===== config.mk =====
export PLATFORM = sky130hd
export DESIGN_NAME = regfile_wport_arbiter
export DESIGN_NICKNAME = d
export VERILOG_FILES = /design/src/rtl/regfile_wport_arbiter.sv
export SDC_FILE = /design/constraint.sdc
export NUM_CORES = 1
export LEC_CHECK = 0
export ABC_AREA = 1
export ABC_CLOCK_PERIOD_IN_PS = 2500
export CAP_MARGIN = 20
export CORE_ASPECT_RATIO = 1.1
export CORE_MARGIN = 5
export CORE_UTILIZATION = 37
export CTS_BUF_LIST = sky130_fd_sc_hd__clkbuf_8
export DETAILED_ROUTE_END_ITERATION = 8
export GPL_TIMING_DRIVEN = 0
export PLACE_DENSITY = 0.93
export SLEW_MARGIN = 5
export SYNTH_ARGS = -nofsm -noshare
export SYNTH_HDL_FRONTEND = slang
export SYNTH_SLANG_ARGS = --single-unit

===== constraint.sdc =====
create_clock -name clk -period 2.5 [get_ports clk]
set_input_delay 0.75 -clock clk [delete_from_list [all_inputs] [get_ports clk]]
set_output_delay 0.75 -clock clk [all_outputs]
set_load 0.005 [all_outputs]

===== src/rtl/regfile_wport_arbiter.sv =====
// Write-port owner for the core register file.
// After reset it clears every register, one per cycle. It then arbitrates
// the single write port between the pipeline writeback (core) and one
// long-latency result source (ext). Core has priority. A starvation guard
// stalls the core so that ext is served after a bounded wait.
module regfile_wport_arbiter #(
  parameter int NUM_REGS   = 32,
  parameter int DATA_W     = 32,
  parameter int STARVE_MAX = 4,
  localparam int ADDR_W    = $clog2(NUM_REGS),
  localparam int WAIT_W    = (STARVE_MAX < 1) ? 1 : $clog2(STARVE_MAX + 1)
) (
  input  logic              clk,
  input  logic              rst,
  input  logic              core_we,
  input  logic [ADDR_W-1:0] core_rd,
  input  logic [DATA_W-1:0] core_wdata,
  output logic              stall_core,
  input  logic              ext_valid,
  output logic              ext_ready,
  input  logic [ADDR_W-1:0] ext_rd,
  input  logic [DATA_W-1:0] ext_wdata,
  output logic              rf_we,
  output logic [ADDR_W-1:0] rf_rd,
  output logic [DATA_W-1:0] rf_wdata,
  output logic              init_busy
);

  typedef enum logic {
    ST_INIT = 1'b0,
    ST_RUN  = 1'b1
  } state_t;

  localparam logic [ADDR_W-1:0] SWEEP_LAST = ADDR_W'(NUM_REGS - 1);
  localparam logic [WAIT_W-1:0] WAIT_MAX   = WAIT_W'(STARVE_MAX);

  state_t            state;
  state_t            state_nxt;
  logic [ADDR_W-1:0] sweep_cnt;
  logic [ADDR_W-1:0] sweep_nxt;
  logic [WAIT_W-1:0] wait_cnt;
  logic [WAIT_W-1:0] wait_nxt;

  logic core_req;
  logic ext_req;
  logic force_ext;
  logic grant_ext;

  // Register 0 is hardwired, so a write aimed at it is not a real request.
  // Ext still completes its handshake in that case, and the data is dropped.
  always_comb begin
    core_req  = core_we & (|core_rd);
    ext_req   = ext_valid & (|ext_rd);
    force_ext = (wait_cnt == WAIT_MAX) & ext_valid;
    grant_ext = ext_valid & (~core_req | force_ext);
  end

  // Update the control state. Reset restarts the sweep and clears any
  // accumulated ext wait.
  always_ff @(posedge clk) begin
    if (rst) begin
      state     <= ST_INIT;
      sweep_cnt <= '0;
      wait_cnt  <= '0;
    end else begin
      state     <= state_nxt;
      sweep_cnt <= sweep_nxt;
      wait_cnt  <= wait_nxt;
    end
  end

  // Compute the next state and drive the zero-latency write port outputs.
  // While rst is high, the outputs already show the first sweep cycle
  // (address 0), whatever state is currently held.
  always_comb begin
    state_nxt  = state;
    sweep_nxt  = sweep_cnt;
    wait_nxt   = wait_cnt;
    rf_we      = 1'b0;
    rf_rd      = '0;
    rf_wdata   = '0;
    init_busy  = 1'b0;
    stall_core = 1'b0;
    ext_ready  = 1'b0;

    if (rst || (state == ST_INIT)) begin
      rf_we      = 1'b1;
      rf_rd      = rst ? '0 : sweep_cnt;
      init_busy  = 1'b1;
      stall_core = 1'b1;
      sweep_nxt  = sweep_cnt + ADDR_W'(1);
      wait_nxt   = '0;
      if (sweep_cnt == SWEEP_LAST) begin
        state_nxt = ST_RUN;
      end
    end else begin
      ext_ready  = grant_ext;
      // A forced ext slot makes the core hold its writeback for one cycle.
      // The core write is not lost: it lands on a later cycle.
      stall_core = force_ext;
      if (grant_ext) begin
        rf_we = ext_req;
        if (ext_req) begin
          rf_rd    = ext_rd;
          rf_wdata = ext_wdata;
        end
      end else if (core_req) begin
        rf_we    = 1'b1;
        rf_rd    = core_rd;
        rf_wdata = core_wdata;
      end

      if (!ext_valid || grant_ext) begin
        wait_nxt = '0;
      end else if (wait_cnt != WAIT_MAX) begin
        wait_nxt = wait_cnt + WAIT_W'(1);
      end
    end
  end

endmodule


==> qor.txt, run 1 <==
share of layout cells above drive strength 1: 0.415
Synth Register Bits: 9
total grt overflow: 0
Max Slew Vio Count: 0
drt initial violations: 154
clock latency on the worst-skew pair: 0.24 ns
first-pass GRT wire length: 12.9 mm
Worst R2R Start: state
initial core utilization: 0.378
dpl hpwl: 5.38 mm
ANT cells: 0
die footprint: 0.00619 mm2
Horiz. Die Dim: 75.5 um
WL/cell: 17.0 um
CP max stage delay: 0.14 ns
final WL: 8.93 mm
Port Buffers: 116
hold wc startpoint: sweep_cnt[4]
cts bufs inserted: 3
sequential element share of the synthesized area: 0.103
Placer Congestion: 0.876
Setup Crit Path Kind: in2out
largest net degree at the start of global routing: 11
worst slew pin tran: 0.529 ns
Final Hold Fails: 0
Top Ports: 119
Post-DRT Antenna Nets: 0
H-tree depth: 1
setup TNS: -4.51 ns
crit share post-route: 1.07
Required @ worst endpoint: 1.75 ns
crit path buf inv count: 4
Final WS setup: -0.179 ns
CP Launch Type: input pin
Synth cell types: 26
Syn. warnings: 0
failing checks: negative setup slack
P_leak: 1.74 nW
Crit path max-delay family: simple AND/OR/NAND/NOR gates
vias in the first global route: 2854
drt first pass iters: 4
outcome: complete, but fails checks
Slowest-stage cell, CP: nand3b_4
Core ar.: 0.00462 mm2
commonest non-fill, non-tap cell in the layout: nand3_1
Layout area overhead: 102%
clock root buffer: clkbuf_8
Finish-stage setup viols: 37
Avg Inst Size Synth: 5.51 um2
Mapped Area: 0.00175 mm2
CP arrival: 1.93 ns
Synth area leaders: nand3_1 27%, nand2_1 19%, dfxtp_1 10%
Via Count: 2879
fin crit period: 2.68 ns
RSZ-0062 raised after global routing: yes
DRC viols: 0
worst setup path start: core_rd[2]
drt via density: 5.47
Rel. slew slack: 0.647
Reg clk slew, reported paths: 0.05 ns
Yosys top cell area share: 0.272
Post-Syn Instances: 317
post-synth top area cell: nand3_1
Layout Skew: 0.00713 ns
fin area: 0.00352 mm2
Die Y: 82.0 um
Critical Path, Cell by Cell: buf_6 -> nor2_4 -> nand3b_4 -> nand2_4 -> buf_6 -> nand2_8 -> buf_4 -> nand2_1 -> nand2_1 -> nor2_1 -> buf_2
initial antenna violation count: 0
most frequent cells in the layout: 84 x nand3_1, 66 x clkdlybuf4s50_1, 53 x nand2_1
setup slack, reg-to-reg: 0.97 ns
CTS tree: done
total power: 0.000757 W
peak supply drop: 0.161 mV
maximum clock rate: 373 MHz
total track usage: 0.264
Area after DPL: 0.00298 mm2
worst min path class: reg2reg
Post-CTS Hold Fix Bufs: 0
num rows: 26
endpoint class of the critical path: primary output
Clock Path Buffers: 2
CTS Sinks: 9
CP max FO: 7
Net Count, Synth: 399
power per cell area: 215 mW/mm2
Max Cap Violations: 0
NumNets Final: 553
## worst paths after layout
| check | end | depth (start not counted) |
|---|---|---|
| setup / recovery | rf_wdata[31] | 11 |
| hold / removal | sweep_cnt[4] | 1 |
| setup reg to reg | wait_cnt[2] | 6 |
| hold reg to reg | sweep_cnt[4] | 1 |
## sequential cells by signal, indices dropped and copies added (netlist names)
signal,count
state,1
sweep_cnt,5
wait_cnt,3
## cell families after synthesis
kind of cell / share of synthesized area
adders and majority gates: 0.0287
xor gates and xnor gates: 0.0100
buffers and inverters: 0.133
AOI/OAI and AO/OA: 0.0244
and+or+nand+nor: 0.700
DFF: 0.103
## cell usage after synthesis (all sizes together)
cell and number:
clkbuf 11, o21ai 2, a21oi 3, nor2 43
nand3 112, inv 15, dfxtp 9, nand3b 2
nor3 5, xnor2 1, xor2 1, a22o 2
ha 4, buf 17, nand2 90
## what timing repair did
action / CTS / global route
resized for setup: 287 / 55
endpoints found under the setup margin: 41 / 41
gates cloned: 8 / 0
buffers inserted: 21 / 5
pin swaps: 42 / 25
## where the power goes
| part | internal (W) | switching [W] | total, W | leakage, nW |
|---|---|---|---|---|
| sequential | 0.000148 | 0.00000421 | 0.000152 | 0.0742 |
| combinational | 0.000234 | 0.000197 | 0.000431 | 1.64 |
| clock | 0.000108 | 0.0000662 | 0.000174 | 0.0269 |
| total | 0.000490 | 0.000267 | 0.000757 | 1.74 |
## metrics by stage
step | setup WS (ns) | instances | hold WS, ns | utilization
global placement | -1.03 | 489 | 0.478 | 0.644
global route | -0.220 | 526 | 0.559 | 0.762
CTS | -0.159 | 522 | 0.493 | 0.727
detailed placement | -1.07 | 489 | 0.486 | 0.644
floorplan | 0.138 | 317 | 0.465 | -
finish | -0.179 | 526 | 0.536 | 0.762
## per-layer routing
layer	track usage	vias up	wire length, um
met3	0.0477	26	704
li1	-	1353	-
met2	0.493	148	4720
met1	0.287	1352	3230
met5	0	-	0
met4	0.101	0	283
## cell type report
type	instances	area (um2)
multi-input combinational	265	1600
timing repair buffer	150	1300
fill	356	1100
buffer	27	263
sequential	9	183
tap	56	70.1
inverter	15	63.8
clock buffer	3	41.3
clock inverter	1	3.75
Power figures use the tool's default switching activity.
==> run 2: changes to the inputs <==
Settings changed: CORE_MARGIN 5 to 2.
==> run 2 against run 1 <==
Effect of this change:
- the flow still finishes with violations (negative setup slack)
- clock power shrank 5%
- sequential power barely moved
- largest cell class unchanged
- register-to-register slack better by 0.13 ns
- highest routed layer unchanged
- count of clock-buffer cells in the layout is the same
- sequential cell count stayed put
- sequential share of layout area is 0.096 points higher
- core utilization shrank 0.85 points
==> qor.txt, run 2 (synthesis results as in run 1) <==
worst slew pin tran: 0.470 ns
Core ar.: 0.00459 mm2
WL/cell: 16.3 um
Rel. slew slack: 0.687
Die Y: 76.0 um
Clock Path Buffers: 2
hold path cells: 2
Post-CTS Hold Fix Bufs: 0
Comb pwr share: 0.573
Layout Skew: 0.000958 ns
Horiz. Die Dim: 69.5 um
Reg clk slew, reported paths: 0.04 ns
num rows: 26
Setup Crit Path Kind: in2out
Largest register FFs: 5
peak supply drop: 0.156 mV
Layout area overhead: 98.0%
setup slack, reg-to-reg: 1.10 ns
die footprint: 0.00528 mm2
CP Launch Type: input pin
drt initial violations: 265
Post-DRT Antenna Nets: 0
power per cell area: 216 mW/mm2
crit share post-route: 1.07
Switching Fraction: 0.347
dpl hpwl: 5.02 mm
vias in the first global route: 2941
initial core utilization: 0.381
drt first pass iters: 5
initial antenna violation count: 0
register share of total power: 0.205
ANT cells: 0
NumNets Final: 554
total grt overflow: 0
final WL: 8.61 mm
clock latency on the worst-skew pair: 0.23 ns
hold wc startpoint: wait_cnt[1]
first-pass GRT wire length: 13.2 mm
CTS Sinks: 9
R2R depth: 9
fin crit period: 2.68 ns
outcome: complete, but fails checks
Max Cap Violations: 0
CP max FO: 5
H-tree depth: 1
failing checks: negative setup slack
Fillers: 343
most frequent cells in the layout: 86 x nand3_1, 66 x clkdlybuf4s50_1, 62 x nand2_1
largest net degree at the start of global routing: 11
drt via density: 5.68
switching power total: 0.000258 W
Regs by FF count: sweep_cnt: 5 flops, wait_cnt: 3 flops, state: 1 flops
Max Slew Vio Count: 0
CTS tree: done
CP arrival: 1.93 ns
Placer Congestion: 0.865
Top Ports: 119
share of layout cells above drive strength 1: 0.391
Via Count: 2991
multi-input logic area: 0.00157 mm2
post-layout util: 0.753
Largest Register: sweep_cnt
Pint: 0.000487 W
RR Endpoint: wait_cnt[1]
worst min path class: reg2reg
Final WS setup: -0.176 ns
Port Buffers: 116
clock share of power: 0.222
Required @ worst endpoint: 1.75 ns
P_leak: 1.71 nW
RSZ-0062 raised after global routing: yes
DRC viols: 0
Worst R2R Start: wait_cnt[1]
cts bufs inserted: 3
commonest non-fill, non-tap cell in the layout: nand3_1
maximum clock rate: 374 MHz
endpoint class of the critical path: primary output
Sequential Area: 183 um2
clock root buffer: clkbuf_8
Hold Path Sink: wait_cnt[1]
final hold slack: 0.479 ns
total track usage: 0.300
Final Hold Fails: 0
Finish-stage setup viols: 39
run 2: power groups by stage:
stage          sequential [W]  clock [W]  combinational [W]
2_1_floorplan        0.000154          0           0.000172
3_3_place_gp         0.000155          0           0.000322
3_5_place_dp         0.000155          0           0.000329
4_1_cts              0.000152   0.000164           0.000401
5_1_grt              0.000153   0.000171           0.000453
6_report             0.000153   0.000166           0.000427
run 2: cell type report:
cell class | count | area share
buffer | 27 | 0.0713
clock buffer | 3 | 0.0119
clock inverter | 1 | 0.00109
inverter | 15 | 0.0170
multi-input combinational | 266 | 0.454
sequential | 9 | 0.0529
tap | 56 | 0.0203
timing repair buffer | 150 | 0.371
run 2: worst max path at each step:
stage | startpoint | endpoint | slack, ns | depth (start not counted)
after floorplan | ext_valid | rf_wdata[10] | 0.14 | 10
after detailed placement | core_rd[4] | rf_wdata[17] | -1.03 | 8
after CTS | ext_valid | rf_wdata[11] | -0.17 | 13
after global routing | ext_rd[4] | rf_wdata[14] | -0.23 | 10
after global placement | core_rd[4] | rf_wdata[17] | -0.97 | 8
final | core_rd[1] | rf_wdata[26] | -0.18 | 11
run 2: stage by stage:
stage | std cells | TNS [ns] | setup slack (ns) | area, um2 | power, W
floorplan | 317 | 0 | 0.138 | 1750 | 0.000326
global placement | 489 | -35.94 | -0.972 | 2980 | 0.000477
detailed placement | 489 | -37.06 | -1.03 | 2980 | 0.000484
CTS | 526 | -3.94 | -0.175 | 3410 | 0.000717
global route | 527 | -6.93 | -0.229 | 3460 | 0.000777
finish | 527 | -4.41 | -0.176 | 3460 | 0.000745
run 2: worst max-delay path, cell delays in order:
cell	delay, ns
buf_6	0.10
nor2_4	0.11
nand3b_4	0.14
nand2_4	0.12
buf_8	0.11
buf_6	0.11
buf_6	0.11
nand3_1	0.11
nand2_1	0.08
nor2_1	0.04
buf_2	0.14
run 2: repair_timing:
action,in CTS,in global routing
resized for setup,285,36
pin swaps,46,26
setup endpoints to repair,41,41
cloned,8,0
setup buffers,25,3
run 2: metal layers:
layer / up-vias / routed length (um) / GRT usage
li1: 1360 / - / -
met1: 1349 / 3080 / 0.324
met2: 227 / 4270 / 0.539
met3: 55 / 802 / 0.0648
met4: 0 / 464 / 0.157
met5: - / 0 / 0
